`src/rtl/ex_wb_stage_pkg.sv`:
```
// Shared core constants for the writeback slice: null register IDs, NOP uCmd
// and register-ID widths.
package ex_wb_stage_pkg;
  localparam int unsigned GPR_ID_W = 6;
  localparam int unsigned CR_ID_W  = 5;
  localparam int unsigned UCMD_W   = 6;

  localparam logic [GPR_ID_W-1:0] JX2_GR_ZZR   = 6'h3F;
  localparam logic [CR_ID_W-1:0]  JX2_CR_ZZR   = 5'h1F;
  localparam logic [UCMD_W-1:0]   JX2_UCMD_NOP = 6'h00;
endpackage

```
`src/rtl/ex_hold_watchdog.sv`:
```
// Stuck-hold watchdog: saturating count of consecutive hold cycles with a
// sticky flag that sets when the count reaches HOLD_LIMIT.
module ex_hold_watchdog #(
  parameter logic [15:0] HOLD_LIMIT = 16'd4096
) (
  input  logic clock,
  input  logic reset,
  input  logic hold,
  output logic timeout
);
  logic [15:0] cnt;
  logic [15:0] cnt_nxt;

  always_comb begin
    cnt_nxt = cnt;
    if (hold) begin
      if (cnt != '1) cnt_nxt = cnt + 16'd1;
    end else begin
      cnt_nxt = '0;
    end
  end

  // Compare the incremented value so the flag rises on the same edge the
  // count reaches the limit.
  always_ff @(posedge clock) begin
    if (reset) begin
      cnt     <= '0;
      timeout <= 1'b0;
    end else begin
      cnt <= cnt_nxt;
      if (hold && (cnt_nxt == HOLD_LIMIT)) timeout <= 1'b1;
    end
  end
endmodule

```
`src/rtl/ex_wb_stage.sv`:
```
// Lane-1 writeback stage: registers EX3 GPR/CR results, issues one write per
// retired op, exposes a hold-stable bypass copy, counts retires.
module ex_wb_stage
  import ex_wb_stage_pkg::*;
#(
  parameter logic [GPR_ID_W-1:0] GPR_ZZR    = JX2_GR_ZZR,
  parameter logic [CR_ID_W-1:0]  CR_ZZR     = JX2_CR_ZZR,
  parameter logic [UCMD_W-1:0]   UCMD_NOP   = JX2_UCMD_NOP,
  parameter logic [15:0]         HOLD_LIMIT = 16'd4096
) (
  input  logic                clock,
  input  logic                reset,
  input  logic                exHold,
  input  logic                opBraFlush,
  input  logic [UCMD_W-1:0]   opUCmd,
  input  logic [GPR_ID_W-1:0] regIdRn2,
  input  logic [63:0]         regValRn2,
  input  logic [CR_ID_W-1:0]  regIdCn2,
  input  logic [63:0]         regValCn2,
  output logic                gprWrEn,
  output logic [GPR_ID_W-1:0] gprWrId,
  output logic [63:0]         gprWrVal,
  output logic                crWrEn,
  output logic [CR_ID_W-1:0]  crWrId,
  output logic [63:0]         crWrVal,
  output logic [GPR_ID_W-1:0] regIdRnW,
  output logic [63:0]         regValRnW,
  output logic [31:0]         retireCnt,
  output logic                holdTimeout
);
  logic                valid;
  logic [GPR_ID_W-1:0] gpr_id;
  logic [63:0]         gpr_val;
  logic [CR_ID_W-1:0]  cr_id;
  logic [63:0]         cr_val;

  // valid drops during hold so a held op is written only on its first WB cycle.
  always_ff @(posedge clock) begin
    if (reset) begin
      valid     <= 1'b0;
      gpr_id    <= GPR_ZZR;
      gpr_val   <= '0;
      cr_id     <= CR_ZZR;
      cr_val    <= '0;
      retireCnt <= '0;
    end else if (!exHold) begin
      valid   <= 1'b1;
      gpr_id  <= opBraFlush ? GPR_ZZR : regIdRn2;
      gpr_val <= regValRn2;
      cr_id   <= opBraFlush ? CR_ZZR : regIdCn2;
      cr_val  <= regValCn2;
      if (!opBraFlush && (opUCmd != UCMD_NOP)) retireCnt <= retireCnt + 32'd1;
    end else begin
      valid <= 1'b0;
    end
  end

  assign gprWrEn   = valid && (gpr_id != GPR_ZZR);
  assign crWrEn    = valid && (cr_id != CR_ZZR);
  assign gprWrId   = gpr_id;
  assign gprWrVal  = gpr_val;
  assign crWrId    = cr_id;
  assign crWrVal   = cr_val;
  assign regIdRnW  = gpr_id;
  assign regValRnW = gpr_val;

  ex_hold_watchdog #(
    .HOLD_LIMIT(HOLD_LIMIT)
  ) u_watchdog (
    .clock  (clock),
    .reset  (reset),
    .hold   (exHold),
    .timeout(holdTimeout)
  );
endmodule

```
`config.mk`:
```
export PLATFORM = sky130hd
export DESIGN_NAME = ex_wb_stage
export DESIGN_NICKNAME = d
export VERILOG_FILES = /design/src/rtl/ex_wb_stage_pkg.sv /design/src/rtl/ex_hold_watchdog.sv /design/src/rtl/ex_wb_stage.sv
export SDC_FILE = /design/constraint.sdc
export NUM_CORES = 1
export LEC_CHECK = 0
export CAP_MARGIN = 25
export CORE_AREA = 5 5 149 151
export CTS_CLUSTER_DIAMETER = 30
export DETAILED_ROUTE_END_ITERATION = 6
export DIE_AREA = 0 0 154 156
export GPL_ROUTABILITY_DRIVEN = 0
export HOLD_SLACK_MARGIN = 0.08
export PLACE_DENSITY_LB_ADDON = 0.2
export RECOVER_POWER = 25
export SETUP_SLACK_MARGIN = 0.05
export SYNTH_ARGS = -nofsm -noshare
export SYNTH_HDL_FRONTEND = slang
export SYNTH_SLANG_ARGS = --single-unit
```
`constraint.sdc`:
```
create_clock -name clock -period 4.7 [get_ports clock]
set_input_delay 0.94 -clock clock [delete_from_list [all_inputs] [get_ports clock]]
set_output_delay 0.94 -clock clock [all_outputs]
set_load 0.02 [all_outputs]
```
After elaboration in Yosys (flattened, before gate mapping)
Cells that the tools add are included.
- flip-flop bits (word level): 189
- latch bits: 0
- bits in writable memories: 0
- memory bits (read-only): 0
- output and inout bits: 244
- logic and storage cells: 27
- memories: 0
- add/sub/neg operators: 2
- $mul: 0
- div/mod/pow operators: 0
- order comparisons: 0
- eq/ne operators: 4
- shift-type cells: 0
- muxes and demuxes: 5
- bitwise operators: 1
- reductions and logical operators: 7
- operators with widths (operator ; count):
    32-bit by 1-bit adder with 32-bit output (second input constant) ; 1
    16-bit two-way mux ; 2
    16-bit by 1-bit adder with 16-bit output (second input constant) ; 1
    16-bit by 13-bit equality test with 1-bit output (second input constant) ; 1
    16-bit inequality test (second input constant) ; 1
    6-bit two-way mux ; 1
    6-bit inequality test (second input constant) ; 1
    6-bit nonzero test ; 1
    5-bit two-way mux ; 1
    5-bit inequality test (second input constant) ; 1
    1-bit logical AND ; 4
    2-bit AND reduction ; 1
    1-bit logical NOT ; 1
    1-bit two-way mux ; 1
    1-bit NOT ; 1

Longest topological paths before layout
- depth after elaboration: 5
- mapped depth: 8
- depth with buffers taken out: 7

Modules after synthesis
Synthesis repeated with hierarchy kept, for this count alone.
- cell total of the unflattened synthesis: 833
- area total of the unflattened synthesis: 8049.0 um^2
- modules (own cells, without submodules) (module ; times used ; cells an instance ; area each (um^2) ; sequential area each (um^2)):
    ex_wb_stage ; 1 ; 721 ; 7098.1 ; 3443.3
    ex_hold_watchdog ; 1 ; 112 ; 950.9 ; 340.3

Worst setup path after synthesis
No wires, ideal clock.
- path kind: input to register
- start point: input port exHold
- end point: register retireCnt[29]
- library setup time: 0.128 ns
- arrival: 2.243 ns
- data required time: 4.572 ns
- slack: 2.330 ns
- stages: 8
- path buffers: 2
- cell sequence: buf_2 > or2_4 > a21oi_4 > and4_4 > buf_6 > nand4_1 > xor2_1 > nor2_1
- cells in the longest elaborated chain, start to end: 2
- RTL lines (element ; RTL line ; RTL):
    start: declaration ; ex_wb_stage.sv:13 ; input logic exHold,
    1-bit NOT (no source line) ; -- ;
    2-bit AND reduction (no source line) ; -- ;
    end signal: assignment ; ex_wb_stage.sv:52 ; if (!opBraFlush && (opUCmd != UCMD_NOP)) retireCnt <= retireCnt + 32'd1;
    end: declaration ; ex_wb_stage.sv:28 ; output logic [31:0] retireCnt,
Every way passes these cells.
A chain may end at the register's enable or synchronous reset.

Worst setup path after layout
- start point: input port reset
- end point: register cr_val[44] (netlist: crWrVal[44])
- RTL lines (element ; RTL line ; RTL):
    start: declaration ; ex_wb_stage.sv:12 ; input logic reset,
    end signal: assignment ; ex_wb_stage.sv:51 ; cr_val <= regValCn2;
    end: declaration ; ex_wb_stage.sv:35 ; logic [63:0] cr_val;
No word-level cell between the ends.

==> results_dict.tcl <==
set metrics [dict create \
    reg2regPathDepth 7 \
    p_switching_mw 0.981 \
    worstPathMaxFanout 60 \
    critPathArrivalTime_ns 3.67 \
    r2r_end "u_watchdog.timeout$_SDFFE_PP0P_" \
    cts-root-buf "clkbuf_16" \
    drtIter0Drc 366 \
    avgViaCountPerCell 4.64 \
    power_mw 3.86 \
    ys_top_cells_by_area "dfxtp_1, mux2i_1, nor2_1, buf_4, xor2_1" \
    crit_path_start_kind "primary input" \
    rsz0062_at_grt "false" \
    place_inst 1356 \
    p_clk_share_pct 38.5 \
    r2r_slack_ns 1.99 \
    hold_path.class "reg2reg" \
    cts_tree "built" \
    status "finished, violations left" \
    vdd_drop_max_uv 239 \
    cts_buffers 17 \
    synth_top_area_cell "dfxtp_1" \
    portBuffers 392 \
    max-cap-violations 2 \
    first_global_vias 6421 \
    fillers 1852 \
    die_w_um 154 \
    core-area_mm2 0.0207 \
    syn-cell-area_mm2 0.00777 \
    hpwl_um 18000 \
    rows 53 \
    grt_max_degree 67 \
    combPwrFrac_pct 16.7 \
    start_util_pct 37.6 \
    pin_count 393 \
    die_h_um 156 \
    synth_top_area_share_pct 48.7 \
    die_area_mm2 0.0240 \
    firstDrtPassIters 4 \
    relSlewSlack_pct -49.0 \
    ctsResizeCount 0 \
    vias 6431 \
    synth.net_count 953 \
    regArea_mm2 0.00378 \
    grt_pass1_wl_um 36300 \
    cp-endpoint "crWrVal[44]$_SDFFE_PP0N_" \
    antenna_found_initial 1 \
    final_cell_mix "clkdlybuf4s50_1, dfxtp_1, nor2_1" \
    cp-end-kind "flop" \
    sw_frac_of_total_pct 25.4 \
    fmax_mhz 290 \
    final.min_clock_period_ns 3.45 \
    clk_latency_ns 0.42 \
    clockBufferDepth 2 \
    p_int_mw 2.88 \
    ys_types 47 \
    ant_nets 0 \
    postRouteWirelength_um 24000 \
    p_leak_nw 4.82 \
    drive_gt1_share_pct 3.78 \
    crit_start "reset" \
    critical_path_class "in2reg" \
    cts-hold-fix-buffers 0 \
    setup_tns_ns 0 \
    ys_seq_area_share_pct 48.7 \
    finalSetupViolCount 0 \
    area_growth_pct 53.2 \
    netlist_instances 802 \
    layout.nets 1251 \
    drc 0 \
    routedWlPerCell_um 17.3 \
    tightest_slew_ns 2.24 \
    r2r_start "u_watchdog.cnt[0]$_SDFF_PP0_" \
    syn_area_per_cell_um2 9.69 \
    p_per_area_mw_per_mm2 324 \
    yosysWarningCount 0 \
    cts.sinks 189 \
    grt_use_total_pct 19.0 \
    finalClockSkew_ns 0.0126 \
    htreeDepth 4 \
    p_seq_share_pct 44.8 \
    slew_viol_final 106 \
    finalCritPeriodShare_pct 73.4 \
    ys_ff_latch 189 \
    worstPathRequired_ns 4.92 \
    clk_pin_slew_ns 0.07 \
    final_cells 1386 \
    diodes 0 \
    multi_input_area_mm2 0.00323 \
    final_common_cell "clkdlybuf4s50_1" \
    violations "max-capacitance violations, max-slew violations" \
    overflow 0 \
    final_hold_viol_count 0 \
    postCtsSetupBuffers 0 \
]
==> routing by layer <==
layer / GRT usage [%] / share of wire [%] / up-vias
li1: - / - / 3218
met5: 0 / 0 / -
met3: 6.99 / 8.0 / 20
met2: 32.9 / 49 / 237
met1: 22.3 / 41 / 2956
met4: 5.09 / 1.3 / 0
==> worst min path at each step <==
stage | end | slack [ns] | cells after the start | startpoint
floorplan | u_watchdog.cnt[10]$_SDFF_PP0_ | 0.52 | 2 | u_watchdog.cnt[10]$_SDFF_PP0_
global placement | u_watchdog.timeout$_SDFFE_PP0P_ | 0.47 | 2 | u_watchdog.timeout$_SDFFE_PP0P_
detailed placement | u_watchdog.timeout$_SDFFE_PP0P_ | 0.48 | 2 | u_watchdog.timeout$_SDFFE_PP0P_
CTS | u_watchdog.timeout$_SDFFE_PP0P_ | 0.50 | 2 | u_watchdog.timeout$_SDFFE_PP0P_
global route | u_watchdog.timeout$_SDFFE_PP0P_ | 0.52 | 2 | u_watchdog.timeout$_SDFFE_PP0P_
finish | u_watchdog.timeout$_SDFFE_PP0P_ | 0.49 | 2 | u_watchdog.timeout$_SDFFE_PP0P_
==> cell usage after synthesis (all sizes together) <==
library cell,n
a21oi,7
a22oi,1
a2bb2oi,1
a311oi,1
a31o,1
a31oi,2
a41o,2
and2,3
and3,9
and4,7
buf,90
clkbuf,27
dfxtp,189
ha,2
inv,3
mux2i,131
nand2,23
nand2b,13
nand3,20
nand3b,1
nand4,17
nand4bb,1
nor2,176
nor2b,3
nor3,3
nor4,2
o2111ai,1
o211ai,1
o21a,2
o21ai,4
o22ai,11
o311ai,1
o32ai,1
or2,1
or3,4
xnor2,5
xor2,36
==> per-stage QoR <==
| step | worst slack, ns | cell area [um^2] | util, % | hold WS, ns |
|---|---|---|---|---|
| after floorplan | 2.33 | 7770 | - | 0.522 |
| after global placement | 1.63 | 11300 | 54.8 | 0.469 |
| after detailed placement | 1.64 | 11300 | 54.8 | 0.485 |
| after CTS | 1.99 | 11900 | 57.7 | 0.495 |
| after global routing | 0.954 | 11900 | 57.5 | 0.515 |
| final | 1.25 | 11900 | 57.5 | 0.491 |
==> power groups by stage <==
stage,clock network (mW),registers [mW],logic (mW)
after global routing,1.59,1.74,0.684
after floorplan,0,1.84,0.249
after CTS,1.53,1.73,0.653
after global placement,0,1.76,0.647
final,1.48,1.73,0.646
after detailed placement,0,1.76,0.649
==> cell families after synthesis <==
logic type               synth area share (%)
AO/OA/AOI/OAI                            3.32
XOR/XNOR                                 4.62
adder cells (fa/ha/maj)                 0.322
buffers and inverters                    9.64
flip-flops                               48.7
multiplexers                             16.9
AND/OR/NAND/NOR                          16.5
==> state kept, by name, indices dropped and copies added (netlist names) <==
register,count
u_watchdog.timeout,1
retireCnt,32
crWrId,5
valid,1
gprWrId,6
gprWrVal,64
u_watchdog.cnt,16
crWrVal,64
==> worst max-delay path: stages <==
cell	delay, ns
clkbuf_2	0.87
clkbuf_1	1.66
nor2_1	0.15
==> area by class of cell <==
class,count,area share (%)
timing repair buffer,396,33.1
clock buffer,18,3.69
tap,275,2.89
sequential,189,31.8
inverter,3,0.0946
clock inverter,12,1.33
multi-input combinational,493,27.1
No activity file was read; power rests on OpenSTA's default activity.
